## config.mk

```make
export PLATFORM = sky130hd
export DESIGN_NAME = zxuno_regbus_arbiter
export DESIGN_NICKNAME = d
export VERILOG_FILES = /design/src/rtl/zxuno_regbus_arbiter.sv
export SDC_FILE = /design/constraint.sdc
export NUM_CORES = 1
export LEC_CHECK = 0
export BUFFER_PORTS_ARGS = -buffer_cell sky130_fd_sc_hd__buf_4
export CAP_MARGIN = 10
export CORE_AREA = 2 2 61 63
export CTS_CLUSTER_DIAMETER = 80
export DETAILED_ROUTE_END_ITERATION = 6
export DIE_AREA = 0 0 63 65
export GPL_TIMING_DRIVEN = 0
export PLACE_DENSITY = 0.79
export SYNTH_ARGS = -nofsm -noshare
export SYNTH_HDL_FRONTEND = slang
export SYNTH_SLANG_ARGS = --single-unit
```

## constraint.sdc

```tcl
create_clock -name clk -period 1.85 [get_ports clk]
set_input_delay 0.185 -clock clk [delete_from_list [all_inputs] [get_ports clk]]
set_output_delay 0.185 -clock clk [all_outputs]
set_load 0.02 [all_outputs]
```

## src/rtl/zxuno_regbus_arbiter.sv

```systemverilog
// ============================================================================
// Module      : zxuno_regbus_arbiter
// Description : Shares the ZX-Uno internal register bus between the Z80
//               index/data I/O ports and an internal auxiliary master.
//               The CPU has priority; an aux access is an atomic 2-cycle job.
// Revision    : 1.0 - initial release
// ============================================================================
`default_nettype none

module zxuno_regbus_arbiter #(
  parameter logic [15:0] IOADDR = 16'hFC3B,
  parameter logic [15:0] IODATA = 16'hFD3B
) (
  input  logic        clk,
  input  logic        rst,
  // Z80 side
  input  logic [15:0] cpu_a,
  input  logic        cpu_iorq_n,
  input  logic        cpu_rd_n,
  input  logic        cpu_wr_n,
  input  logic [7:0]  cpu_din,
  output logic [7:0]  cpu_dout,
  output logic        cpu_oe_n,
  // auxiliary master
  input  logic        aux_req,
  input  logic        aux_we,
  input  logic [7:0]  aux_addr,
  input  logic [7:0]  aux_wdata,
  output logic        aux_gnt,
  output logic        aux_done,
  output logic [7:0]  aux_rdata,
  // register bus towards peripherals
  output logic [7:0]  zxuno_addr,
  output logic        zxuno_regrd,
  output logic        zxuno_regwr,
  output logic [7:0]  zxuno_dout,
  input  logic [7:0]  reg_dout,
  input  logic        reg_oe_n
);

  localparam logic [2:0] S_IDLE     = 3'd0;
  localparam logic [2:0] S_CPU_RD   = 3'd1;
  localparam logic [2:0] S_CPU_WR   = 3'd2;
  localparam logic [2:0] S_CPU_WAIT = 3'd3;
  localparam logic [2:0] S_AUX_ADDR = 3'd4;
  localparam logic [2:0] S_AUX_CAP  = 3'd5;

  logic [2:0] r_state;
  logic [2:0] w_state_nxt;
  logic [7:0] r_idx;
  logic       r_idx_wr_d;
  logic       r_cpu_hold;
  logic       w_idx_sel;
  logic       w_idx_wr;
  logic       w_idx_rd;
  logic       w_dat_rd;
  logic       w_dat_wr;
  logic       w_rd_go;
  logic       w_wr_go;
  logic [7:0] w_reg_data;

  assign w_idx_sel  = !cpu_iorq_n && (cpu_a == IOADDR);
  assign w_idx_wr   = w_idx_sel && !cpu_wr_n;
  assign w_idx_rd   = w_idx_sel && !cpu_rd_n;
  assign w_dat_rd   = !cpu_iorq_n && !cpu_rd_n && (cpu_a == IODATA);
  assign w_dat_wr   = !cpu_iorq_n && !cpu_wr_n && (cpu_a == IODATA);
  // A data-port strobe that straddled a reset is ignored until it ends.
  assign w_rd_go    = w_dat_rd && !r_cpu_hold;
  assign w_wr_go    = w_dat_wr && !r_cpu_hold;
  // Undriven wired bus reads back as all ones.
  assign w_reg_data = reg_oe_n ? 8'hFF : reg_dout;

  // Index register: one load on the first cycle of each CPU index write.
  always_ff @(posedge clk) begin
    if (rst) begin
      r_idx      <= 8'h00;
      r_idx_wr_d <= w_idx_wr;
    end else begin
      r_idx_wr_d <= w_idx_wr;
      if (w_idx_wr && !r_idx_wr_d) begin
        r_idx <= cpu_din;
      end
    end
  end

  // Block replay of a CPU data access that was in flight across reset.
  always_ff @(posedge clk) begin
    if (rst) begin
      r_cpu_hold <= w_dat_rd || w_dat_wr;
    end else if (!w_dat_rd && !w_dat_wr) begin
      r_cpu_hold <= 1'b0;
    end
  end

  // Arbitration state register.
  always_ff @(posedge clk) begin
    if (rst) begin
      r_state <= S_IDLE;
    end else begin
      r_state <= w_state_nxt;
    end
  end

  // Next-state decode; CPU data-port accesses win over aux requests.
  always_comb begin
    w_state_nxt = r_state;
    case (r_state)
      S_IDLE: begin
        if (w_rd_go) begin
          w_state_nxt = S_CPU_RD;
        end else if (w_wr_go) begin
          w_state_nxt = S_CPU_WR;
        end else if (aux_req) begin
          w_state_nxt = S_AUX_ADDR;
        end
      end
      S_CPU_RD:   if (!w_dat_rd) w_state_nxt = S_IDLE;
      S_CPU_WR:   w_state_nxt = S_CPU_WAIT;
      S_CPU_WAIT: if (!w_dat_wr) w_state_nxt = S_IDLE;
      S_AUX_ADDR: w_state_nxt = S_AUX_CAP;
      S_AUX_CAP:  w_state_nxt = S_IDLE;
      default:    w_state_nxt = S_IDLE;
    endcase
  end

  // Bus and handshake outputs decoded from the current state.
  always_comb begin
    zxuno_addr  = r_idx;
    zxuno_dout  = 8'h00;
    zxuno_regrd = 1'b0;
    zxuno_regwr = 1'b0;
    aux_gnt     = 1'b0;
    aux_done    = 1'b0;
    cpu_oe_n    = 1'b1;
    cpu_dout    = 8'hFF;
    case (r_state)
      S_CPU_RD: begin
        zxuno_regrd = 1'b1;
        cpu_oe_n    = 1'b0;
        cpu_dout    = w_reg_data;
      end
      S_CPU_WR: begin
        zxuno_dout  = cpu_din;
        zxuno_regwr = 1'b1;
      end
      S_AUX_ADDR: begin
        aux_gnt    = 1'b1;
        zxuno_addr = aux_addr;
        if (aux_we) begin
          zxuno_dout  = aux_wdata;
          zxuno_regwr = 1'b1;
        end else begin
          zxuno_regrd = 1'b1;
        end
      end
      S_AUX_CAP: begin
        aux_gnt     = 1'b1;
        aux_done    = 1'b1;
        zxuno_addr  = aux_addr;
        zxuno_regrd = !aux_we;
        zxuno_dout  = aux_we ? aux_wdata : 8'h00;
      end
      default: begin
        zxuno_addr = r_idx;
      end
    endcase
    // Index readback is independent of bus ownership.
    if (w_idx_rd) begin
      cpu_oe_n = 1'b0;
      cpu_dout = r_idx;
    end
  end

  // Aux read capture; value holds until the next aux read completes.
  always_ff @(posedge clk) begin
    if (rst) begin
      aux_rdata <= 8'h00;
    end else if ((r_state == S_AUX_CAP) && !aux_we) begin
      aux_rdata <= w_reg_data;
    end
  end

endmodule

`default_nettype wire

```

-- Word-level counts from Yosys, hierarchy flattened
Cells that the tools add are included.
- register bits: 21
- input bits: 56
- output and inout port bits: 37
- word-level logic and storage cells: 62
- reductions and logical operators: 25
- mux-type cells: 22
- equality and inequality tests: 10
- operators by type and width (operator ; count):
    2-to-1 mux 8 bit ; 5
    == test 16 bit, second input constant ; 2
    case mux 8 bit (2 select lines) ; 1
    2-to-1 mux 3 bit ; 5
    case mux 3 bit (5 select lines) ; 1
    logical AND 1 bit ; 12
    logical NOT 1 bit ; 8
    2-to-1 mux 1 bit ; 8
    == test 3 x 2 -> 1 bit, second input constant ; 2
    == test 3 bit, second input constant ; 2
    inequality test 2 bit, second input constant ; 2
    inequality test 4 bit, second input constant ; 1
    == test 3 x 1 -> 1 bit, second input constant ; 1
    logical NOT 3 bit ; 1
    case mux 1 bit (3 select lines) ; 1
    AND reduction 3 bit ; 1
    case mux 1 bit (2 select lines) ; 1
    nonzero test 2 bit ; 1
    OR reduction 2 bit ; 1
    logical OR 1 bit ; 1

-- Logic depth before layout (Yosys ltp)
- depth after elaboration: 7
- mapped depth: 6
- depth with buffers taken out: 4

-- Least setup slack after synthesis
Ideal clock, no wire load.
- path type: input-to-output
- start point: input cpu_a[6]
- end point: output cpu_dout[0]
- required time: 1665 ps
- arrival time: 1555 ps
- stages: 5
- buffers on the path: 1
- path slack: 110 ps
- path through: and4bb_2 nand3_1 or4b_4 buf_6 mux2_4
- cells in the longest elaborated chain, start to end: 4
- RTL lines (item ; RTL line ; text):
    from (decl) ; 17 ; input logic [15:0] cpu_a,
    == test 16 bit ; 62 ; assign w_idx_sel = !cpu_iorq_n && (cpu_a == IOADDR);
    logical AND 1 bit ; 62 ;
    logical AND 1 bit ; 64 ; assign w_idx_rd = w_idx_sel && !cpu_rd_n;
    2-to-1 mux 8 bit ; 168 ; if (w_idx_rd) begin
    to (decl) ; 22 ; output logic [7:0] cpu_dout,
No other way between the ends.

-- Worst setup path after layout
- start point: input cpu_a[2]
- end point: output cpu_dout[7]
The elaborated chain is that of the path after synthesis.

==> run metrics <==
biggest area consumer among synthesized cells=dfxtp_1; TritonCTS clock tree=built; hold crit path type=input port to flop; antenna-violating nets left=0; Power Density=435 nW/µm²; unique cell type count in the Yosys netlist=35; Clock Skew=0.00455 ns; setup repair after global routing missed its margin=yes; TritonCTS sink count=21; Residual DRC=0; buffer type at the clock tree root=clkbuf_4; warning count from the yosys run=0; Tcrit/Tclk final=108%; Final nets=330; detailed-route wire length=a little over 4000 µm; Worst EP arrival=about 1.8 ns; wire length of the first global-routing pass=6490 µm; minimum setup slack among reg-to-reg paths=0.25 ns; antenna violations before repair=0; ratio of cells with drive above 1 in the final layout=45.1%; Die Width=around 63 µm; minimum clock period=roughly 2.0 ns; Post-CTS Hold Fix Bufs=0; post-synth top area share=29.7%; clock buffer count from CTS=3; gp weighted congestion=0.813; starting density of the core=roughly two fifths; worst relative slew slack=48.0%; total overflow reported by the global router=0; result of the run=finished, violations left; overall power after layout=0.984 mW; biggest area contributors in the synthesized netlist=dfxtp_1 (30%), nand2_1 (10%), mux2_4 (8.9%); row cnt=22; length of the first detailed-routing pass in iterations=4; mean post-synth cell area=7.61 µm²; post-synthesis sequential area ratio=around a third; post-synthesis net count=233; maximum vdd ir drop=0.000210 V; maximum count of clock buffers along a single path=2; total routing resource utilization after global routing=19.6%; Port Buffers=90; critical setup path kind=input port to output port; Tightest Pin Transition=0.774 ns; Die Span Y=65 µm; Final Max Tran Viols=0; Die Area=4100 µm²; vias in the first global route=1468; number of top-level design ports=93; final worst setup slack=-0.149 ns; final count of negative-setup-slack endpoints=8; fmax=0.500 GHz; category of the worst setup path capture point=output port; number of synthesized register bits=21; post-detailed-route via-to-cell ratio=5.04; post-synthesis instance area=1350 µm²; worst-path fanout max=5; violated checks=negative setup slack; Worst setup SP type=input port; number of violations of the max-capacitance limit=0; number of antenna repair diodes=0; worst hold slack=0.0815 ns; DRC marker count from the first detailed-route iteration=39; Final Hold Fails=0; clock latency on the worst-skew pair=0.30 ns; P&R area growth vs syn=67.9%; required time at the endpoint of the critical path=1.66 ns; post-place setup slack=-0.289 ns; detailed-placement wirelength estimate=3180 µm; pin count of the biggest net entering global routing=13; Clock transition at path regs=0.12 ns; placeable core area=3500 µm²; via count=~1600; Routed wire per std cell=13.0 µm; gate count of the mapped netlist=177; total number of H-tree levels=1; post-route core utilization=64.7%; cell leakage power=between 1 and 1.5 nW
## report_power, final
part	leakage (nW)	internal (mW)	total, mW	switching (mW)
Clock	0.0177	0.0805	0.223	0.142
Sequential	0.175	0.460	0.468	0.00795
Combinational	0.869	0.156	0.293	0.137
Total	1.06	0.697	0.984	0.287
## timing repair
item                                    CTS  global route
buffers inserted                          1             2
pin swaps                                 4             1
endpoints found under the setup margin   28            27
gates cloned                              1             0
resized for setup                        22            12
## cell usage after synthesis
cell	n
nor3b_1	1
o21ai_0	8
nor3b_2	1
nand3_1	10
nand2_1	36
nand4_1	2
a2111oi_0	1
a31oi_1	3
and4_1	2
inv_1	3
dfxtp_1	20
mux2_4	8
or3_1	1
clkbuf_1	10
o21a_1	1
o21bai_1	1
and4bb_1	1
a211oi_1	9
nand2b_1	3
edfxtp_1	1
nor3_1	3
and4b_1	1
buf_6	1
a21oi_1	10
nor4_1	1
and2_1	2
mux2i_1	1
buf_2	1
o31a_1	1
a22o_1	8
nor2b_1	1
or4b_4	1
nor2_1	22
or4b_2	1
and4bb_2	1
## final timing paths
path	cells after the start	endpoint	startpoint
worst max-delay path	7	cpu_dout[7]	cpu_a[2]
worst min-delay path	2	r_idx_wr_d	cpu_wr_n
worst max register to register	5	aux_rdata[3]	r_state[1]
worst min register to register	2	r_idx[2]	r_idx[2]
## placed cells by master, fill, tap and decap left out, types with 2 or more instances in the layout
cell type and instances:
mux2_4 8, nand2_1 36, nor3_1 3, and4_1 2
a22o_1 8, clkbuf_4 4, dfxtp_1 18, clkbuf_2 2
clkbuf_1 5, buf_6 13, nand4_1 2, nor2_1 21
a21oi_1 10, a31oi_1 3, inv_1 3, o21ai_0 8
nand2b_1 2, buf_4 80, nand3_1 9, a211oi_1 9
## sequential cells by signal, summed over array words and instances (netlist names)
signal      cells
r_idx_wr_d      1
r_idx           8
aux_rdata       8
r_cpu_hold      1
r_state         3
## per-stage QoR
step	instances	TNS (ns)	instance area, µm²
floorplan	177	0	1350
global placement	315	-2.39	2080
detailed placement	315	-2.36	2080
CTS	319	-1.10	2210
global route	321	-1.37	2260
finish	321	-1.15	2260
## layout make-up
cell class	instances	area (µm²)
fillers	309	1230
multi-input cells	141	891
repair buffers	94	774
flip-flops and latches	21	435
plain buffers	10	61.3
well taps	48	60.1
clock buffers	3	22.5
inverters	3	11.3
clock inverters	1	5.00
## layer usage
layer | vias to the layer above | GRT usage [%] | wire length [µm]
met2 | 73 | 34.4 | 2040
met4 | 0 | 6.11 | 58
met5 | - | 0 | 0
met1 | 713 | 24.3 | 1740
met3 | 4 | 3.30 | 322
li1 | 827 | - | -
## worst max-delay path, stage by stage
cell and delay [ns]:
buf_6 0.09, and4bb_2 0.30, nand3_2 0.09, or4b_4 0.55, buf_12 0.17, mux2_4 0.29
buf_6 0.13
## kinds of logic after synthesis
logic type / count (synthesis) / synth area share [%]
AO/OA/AOI/OAI: 42 / 20.7
buffers and inverters: 15 / 4.83
flip-flops: 21 / 32.0
multiplexers: 9 / 9.67
AND/OR/NAND/NOR: 90 / 32.8
(Power assumes the default switching activity.)
